### config.mk
export PLATFORM = sky130hd
export DESIGN_NAME = keypad_scan_encoder
export DESIGN_NICKNAME = d
export VERILOG_FILES = /design/src/rtl/keypad_scan_encoder.sv
export SDC_FILE = /design/constraint.sdc
export NUM_CORES = 1
export LEC_CHECK = 0
export BUFFER_PORTS_ARGS = -buffer_cell sky130_fd_sc_hd__buf_2
export CAP_MARGIN = 15
export CORE_MARGIN = 2
export CORE_UTILIZATION = 64
export CTS_BUF_LIST = sky130_fd_sc_hd__clkbuf_16
export CTS_CLUSTER_DIAMETER = 30
export DETAILED_ROUTE_END_ITERATION = 6
export PLACE_DENSITY = 0.86
export SLEW_MARGIN = 25
export SYNTH_ARGS = -nofsm -noshare
export SYNTH_HDL_FRONTEND = slang
export SYNTH_SLANG_ARGS = --single-unit
### constraint.sdc
create_clock -name clk -period 5.9 [get_ports clk]
set_input_delay 0 -clock clk [delete_from_list [all_inputs] [get_ports clk]]
set_output_delay 0 -clock clk [all_outputs]
set_load 0.01 [all_outputs]
### src/rtl/keypad_scan_encoder.sv
// keypad_scan_encoder
//   Scans a 4x4 active-low matrix keypad one row at a time, synchronises the
//   column inputs, reduces each full scan to a frame result (no key, one key,
//   several keys), debounces frame results and emits one btn_valid pulse with
//   the ASCII code of each accepted key press.
//
// Ports
//   clk        system clock
//   rst        synchronous active-high reset
//   kp_col     keypad columns, active-low, asynchronous to clk
//   kp_row     row drive, active-low one-hot
//   btn_valid  one-cycle pulse per accepted key press
//   btn_char   ASCII code of the last accepted key (held after the pulse)
//   key_held   high while an accepted key has not been debounced as released
module keypad_scan_encoder #(
  parameter int SCAN_DIV        = 1000,
  parameter int DEBOUNCE_FRAMES = 4
) (
  input  logic       clk,
  input  logic       rst,
  input  logic [3:0] kp_col,
  output logic [3:0] kp_row,
  output logic       btn_valid,
  output logic [7:0] btn_char,
  output logic       key_held
);

  localparam int DIV_W = (SCAN_DIV > 1) ? $clog2(SCAN_DIV) : 1;
  localparam int CNT_W = $clog2(DEBOUNCE_FRAMES + 1);
  localparam logic [DIV_W-1:0] DIV_LAST = DIV_W'(SCAN_DIV - 1);
  localparam logic [CNT_W-1:0] CNT_DONE = CNT_W'(DEBOUNCE_FRAMES);

  typedef enum logic [1:0] {IDLE, PRESS_CHK, HELD, REL_CHK} state_t;

  // Adds the pressed keys of one row to the running count, saturating at 2.
  function automatic logic [1:0] merge_count(input logic [1:0] acc, input logic [3:0] hits);
    logic [2:0] sum;
    sum = {1'b0, acc} + {2'b00, hits[0]} + {2'b00, hits[1]}
        + {2'b00, hits[2]} + {2'b00, hits[3]};
    return (sum >= 3'd2) ? 2'd2 : sum[1:0];
  endfunction

  // Lowest pressed column; only meaningful when exactly one key is down.
  function automatic logic [1:0] first_col(input logic [3:0] hits);
    if (hits[0])      return 2'd0;
    else if (hits[1]) return 2'd1;
    else if (hits[2]) return 2'd2;
    else              return 2'd3;
  endfunction

  function automatic logic [7:0] key_map(input logic [3:0] code);
    case (code)
      4'd0:  return 8'h31;  // '1'
      4'd1:  return 8'h32;  // '2'
      4'd2:  return 8'h33;  // '3'
      4'd3:  return 8'h2B;  // '+'
      4'd4:  return 8'h34;  // '4'
      4'd5:  return 8'h35;  // '5'
      4'd6:  return 8'h36;  // '6'
      4'd7:  return 8'h2D;  // '-'
      4'd8:  return 8'h37;  // '7'
      4'd9:  return 8'h38;  // '8'
      4'd10: return 8'h39;  // '9'
      4'd11: return 8'h2A;  // '*'
      4'd12: return 8'h43;  // 'C'
      4'd13: return 8'h30;  // '0'
      4'd14: return 8'h08;  // backspace
      default: return 8'h3D;  // '='
    endcase
  endfunction

  // ---- stage p0/p1: two-flop column synchroniser ----
  logic [3:0] col_sync_p0, col_sync_p1;

  always_ff @(posedge clk) begin
    if (rst) begin
      col_sync_p0 <= 4'hF;
      col_sync_p1 <= 4'hF;
    end else begin
      col_sync_p0 <= kp_col;
      col_sync_p1 <= col_sync_p0;
    end
  end

  // ---- scan timing: each row driven for SCAN_DIV cycles ----
  logic [DIV_W-1:0] div_cnt;
  logic [1:0]       row_idx;
  logic             sample, frame_done;

  assign kp_row     = ~(4'b0001 << row_idx);
  // Sampling on the last cycle of a row leaves room for settling plus the
  // two-cycle synchroniser delay.
  assign sample     = (div_cnt == DIV_LAST);
  assign frame_done = sample && (row_idx == 2'd3);

  always_ff @(posedge clk) begin
    if (rst) begin
      div_cnt <= '0;
      row_idx <= 2'd0;
    end else if (sample) begin
      div_cnt <= '0;
      row_idx <= row_idx + 2'd1;
    end else begin
      div_cnt <= div_cnt + 1'b1;
    end
  end

  // ---- frame accumulator ----
  logic [3:0] row_hits;
  logic [1:0] acc_cnt, sum_cnt;
  logic [3:0] acc_code, sum_code;

  assign row_hits = ~col_sync_p1;
  assign sum_cnt  = merge_count(acc_cnt, row_hits);
  assign sum_code = (|row_hits) ? {row_idx, first_col(row_hits)} : acc_code;

  always_ff @(posedge clk) begin
    if (rst || frame_done) begin
      acc_cnt  <= 2'd0;
      acc_code <= 4'd0;
    end else if (sample) begin
      acc_cnt  <= sum_cnt;
      acc_code <= sum_code;
    end
  end

  // ---- debounce FSM, advanced once per completed frame ----
  state_t           state, state_n;
  logic [CNT_W-1:0] cnt, cnt_n, cnt_inc;
  logic [3:0]       cand, cand_n;
  logic             accept;
  logic             f_none, f_single;

  assign f_none   = (sum_cnt == 2'd0);
  assign f_single = (sum_cnt == 2'd1);
  assign cnt_inc  = cnt + 1'b1;

  always_ff @(posedge clk) begin
    if (rst) begin
      state <= IDLE;
      cnt   <= '0;
      cand  <= 4'd0;
    end else begin
      state <= state_n;
      cnt   <= cnt_n;
      cand  <= cand_n;
    end
  end

  always_comb begin
    state_n = state;
    cnt_n   = cnt;
    cand_n  = cand;
    accept  = 1'b0;
    if (frame_done) begin
      case (state)
        IDLE: begin
          if (f_single) begin
            cand_n  = sum_code;
            cnt_n   = CNT_W'(1);
            state_n = PRESS_CHK;
          end
        end
        PRESS_CHK: begin
          if (f_single && (sum_code == cand)) begin
            if (cnt_inc == CNT_DONE) begin
              state_n = HELD;
              accept  = 1'b1;
            end else begin
              cnt_n = cnt_inc;
            end
          end else if (f_single) begin
            cand_n = sum_code;
            cnt_n  = CNT_W'(1);
          end else begin
            state_n = IDLE;
          end
        end
        HELD: begin
          // Rollover and continued holding are ignored: no auto-repeat.
          if (f_none) begin
            cnt_n   = CNT_W'(1);
            state_n = REL_CHK;
          end
        end
        default: begin  // REL_CHK
          if (f_none) begin
            if (cnt_inc == CNT_DONE) state_n = IDLE;
            else                     cnt_n   = cnt_inc;
          end else begin
            state_n = HELD;
          end
        end
      endcase
    end
  end

  // ---- registered outputs ----
  always_ff @(posedge clk) begin
    if (rst) begin
      btn_valid <= 1'b0;
      btn_char  <= 8'h00;
      key_held  <= 1'b0;
    end else begin
      btn_valid <= accept;
      if (accept) btn_char <= key_map(cand);
      key_held  <= (state_n == HELD) || (state_n == REL_CHK);
    end
  end

endmodule

==> reports/metrics.yaml <==
synth.cell_area_sq_um: 2530
synth_cells: 282
synth.top_cells.by_area: "dfxtp_1, ha_1, a21oi_1"
wl_met2_mm: 2.33
stdcell_count: 345
num_vias: 2079
finalCritPeriodShare_pct: 63.1
cp-end-kind: "flip-flop"
clk_pin_slew_ps: 60
drc_errors: 0
antenna_cells: 0
clock-sinks: 44
met1_length_mm: 2.13
dieHeight_um: 66.9
first_iter_violations: 208
synth_top_family_by_area: "simple AND/OR/NAND/NOR gates"
cp.required_ps: 6070
rsz0062_at_grt: "no"
antenna_found_initial: 0
fin_tns_setup_ps: 0
register_area_sq_um: 881
area_delta_synth_final_pct: 9.10
start_kind: "flip-flop"
fin_nets: 319
synth_compound_area_share_pct: 17.2
min_period_ps: 3720
worstSetupPathType: "flip-flop to flip-flop"
yosys_register_bits: 44
synth_nets: 304
slowest_delay_ps: 560
clock_path_buffers: 2
drt.antenna.violating_nets: 0
arrival_ps: 3890
grt_pass1_wl_mm: 7.98
postCtsSetupBuffers: 0
synth.distinct_cells: 66
pin_count: 20
gr-usage-all-layers_pct: 23.4
hold_viol: 0
yosysTopAreaCell: "dfxtp_1"
dr_wl_met3_um: 263
maxSlewViolCount: 0
clock_skew_ps: 4.26
first_pass_iters: 4
setup_viol: 0
slew_headroom_pct: 56.6
rows: 22
grt_overflow: 0
clkPwrFrac_pct: 42.2
grt_pass1_vias: 1784
coreArea_sq_um: 3740
cts_tree: "built"
async_flop_share_pct: 0
synth-simple-area-share_pct: 27.4
holdBufCountCts: 4
fin_util_pct: 73.7
combPwrFrac_pct: 8.2
seqPwrFrac_pct: 49.7
synth_edf_count: 0
fmax_ghz: 0.269
p_sw_share_pct: 23.0
p_leak_nw: 1.09
startpoint: "col_sync_p1[0]$_SDFF_PP1_"
top_layer_used: "met4"
status: "finished, final reports clean"
synth_top_area_share_pct: 34.8
synth.area.mux_share_pct: 1.63
place_inst: 334
hp-start: "rst"
synth_xor_area_share_pct: 3.46
die-area_sq_um: 4470
numCtsBuffers: 5
slowest_stage: "fa_1"
cp_max_fo: 5
yosys.area_share.adder_pct: 8.80
p_per_area_nw_per_um2: 222
worstPathCellList: "inv_1, fa_1, inv_1, fa_1, inv_1, fa_1, nor4_1, and2_1, and4_1, and3_4, mux2_1"
rr_startpoint: "col_sync_p1[0]$_SDFF_PP1_"
vdd_ir_drop_max_uv: 180
vias_per_cell: 6.03
post_cts_resized: 0
maxCapViolCount: 0
grt_start_max_net_pins: 34
fill_cells: 259
worst_pin_slew_ps: 652
p_switching_w: 0.000141
drt_wl_total_mm: 4.79
multi_input_area_sq_um: 1480
layout-drive-gt1-share_pct: 17.5
worstHoldPathType: "input pin to flip-flop"
clock_latency_ps: 280
start_util_pct: 67.6
p_int_w: 0.000473
ys.flop_type: "dfxtp_1"
syn_avg_cell_area_sq_um: 8.97
io_buffers: 18
cts_root_buffer: "clkbuf_16"
synth-seq-area-share_pct: 34.8
hpwl_mm: 3.34
wl_per_cell_um: 13.9
gp_congestion: 0.813
die_x_um: 66.9
cts.htree.levels: 2
ys_warn_count: 0
## power by group through the flow
| stage | Clock [W] | Combinational (W) | Sequential, W |
|---|---|---|---|
| 2_1_floorplan | 0 | 0.0000395 | 0.000311 |
| 3_3_place_gp | 0 | 0.0000456 | 0.000311 |
| 3_5_place_dp | 0 | 0.0000469 | 0.000311 |
| 4_1_cts | 0.000261 | 0.0000496 | 0.000305 |
| 5_1_grt | 0.000273 | 0.0000553 | 0.000305 |
| 6_report | 0.000259 | 0.0000502 | 0.000305 |
## critical path, delay by kind of cell, from the launching register on
kind	cells	cell delay [ps]
multiplexers	1	320
flip-flops	1	370
buffers and inverters	3	220
AND/OR/NAND/NOR	4	1320
adder cells (fa/ha/maj)	3	1380
## registers in the layout, summed over array words and instances (netlist names)
signal,count
div_cnt,10
btn_char,7
acc_code,4
cand,4
col_sync_p0,4
col_sync_p1,4
cnt,3
acc_cnt,2
row_idx,2
state,2
btn_valid,1
key_held,1
## layout make-up
| cell class | count | share of cell area [%] |
|---|---|---|
| sequential | 44 | 31.9 |
| timing repair buffer | 22 | 4.71 |
| clock inverter | 2 | 0.317 |
| inverter | 19 | 2.58 |
| tap | 48 | 2.18 |
| multi-input combinational | 205 | 53.8 |
| clock buffer | 5 | 4.53 |
## synthesized netlist by cell type, types with 2 or more instances
library cell,instances
a31o_1,2
buf_2,2
nand3_2,2
a31o_2,3
nor3_1,5
or2_2,9
o211ai_1,2
nor4_1,3
a21oi_1,19
a211oi_1,5
nor2_1,19
nand2b_1,3
nand4_1,8
nand4b_1,2
xnor2_1,4
nand3_1,14
clkbuf_8,3
xor2_1,6
nor4_4,2
clkbuf_1,6
or3_1,3
mux2i_1,3
and4_1,3
inv_1,18
ha_1,13
nor2b_1,3
dfxtp_1,44
a31oi_1,5
fa_1,3
nand2_1,16
buf_4,2
o21ai_0,9
and3_1,8
## routing by layer
| metal | GRT usage [%] | up-vias |
|---|---|---|
| li1 | - | 1038 |
| met1 | 28.8 | 955 |
| met2 | 40.4 | 77 |
| met3 | 5.41 | 9 |
| met4 | 7.40 | 0 |
| met5 | 0 | - |
## cell usage in the layout, fill, tap and decap left out, types with 4 or more instances in the layout
cell and n:
ha_1 13, xor2_1 6, clkbuf_16 5, nor3_1 5, dlygate4sd3_1 4, and3_1 8
o21ai_0 9, a21oi_1 19, nand2_1 16, a211oi_1 5, nor2_1 19, a31oi_1 5
dfxtp_1 44, nand3_1 14, or2_2 9, xnor2_1 4, inv_1 19, nand4_1 8
buf_2 18
## per-stage QoR
| step | setup WS, ps | area (sq um) | power (W) | hold WS, ps |
|---|---|---|---|---|
| 2_1_floorplan | 2490 | 2530 | 0.000350 | 104 |
| 3_3_place_gp | 2380 | 2590 | 0.000357 | 182 |
| 3_5_place_dp | 2230 | 2590 | 0.000358 | 184 |
| 4_1_cts | 2200 | 2760 | 0.000615 | 202 |
| 5_1_grt | 1950 | 2760 | 0.000634 | 235 |
| 6_report | 2180 | 2760 | 0.000614 | 198 |
## cells by family (layout without fill, tap and decap cells)
| group | Yosys count | count (layout) |
|---|---|---|
| and+or+nand+nor | 113 | 113 |
| AOI/OAI and AO/OA | 61 | 61 |
| DFF | 44 | 44 |
| buffers and inverters | 33 | 48 |
| adders and majority gates | 16 | 16 |
| xor gates and xnor gates | 10 | 10 |
| muxes | 4 | 4 |
| other | 1 | 1 |
## path summary, 6_finish.rpt
path                            depth (start not counted)  slack [ps]                         to
worst max-delay path                                   11        2180   btn_char[2]$_SDFFE_PP0P_
worst min register to register                          1         410  col_sync_p1[1]$_SDFF_PP1_
worst min-delay path                                    2         200       btn_valid$_SDFF_PP0_
worst max register to register                         11        2180   btn_char[2]$_SDFFE_PP0P_
(Power assumes the default switching activity.)
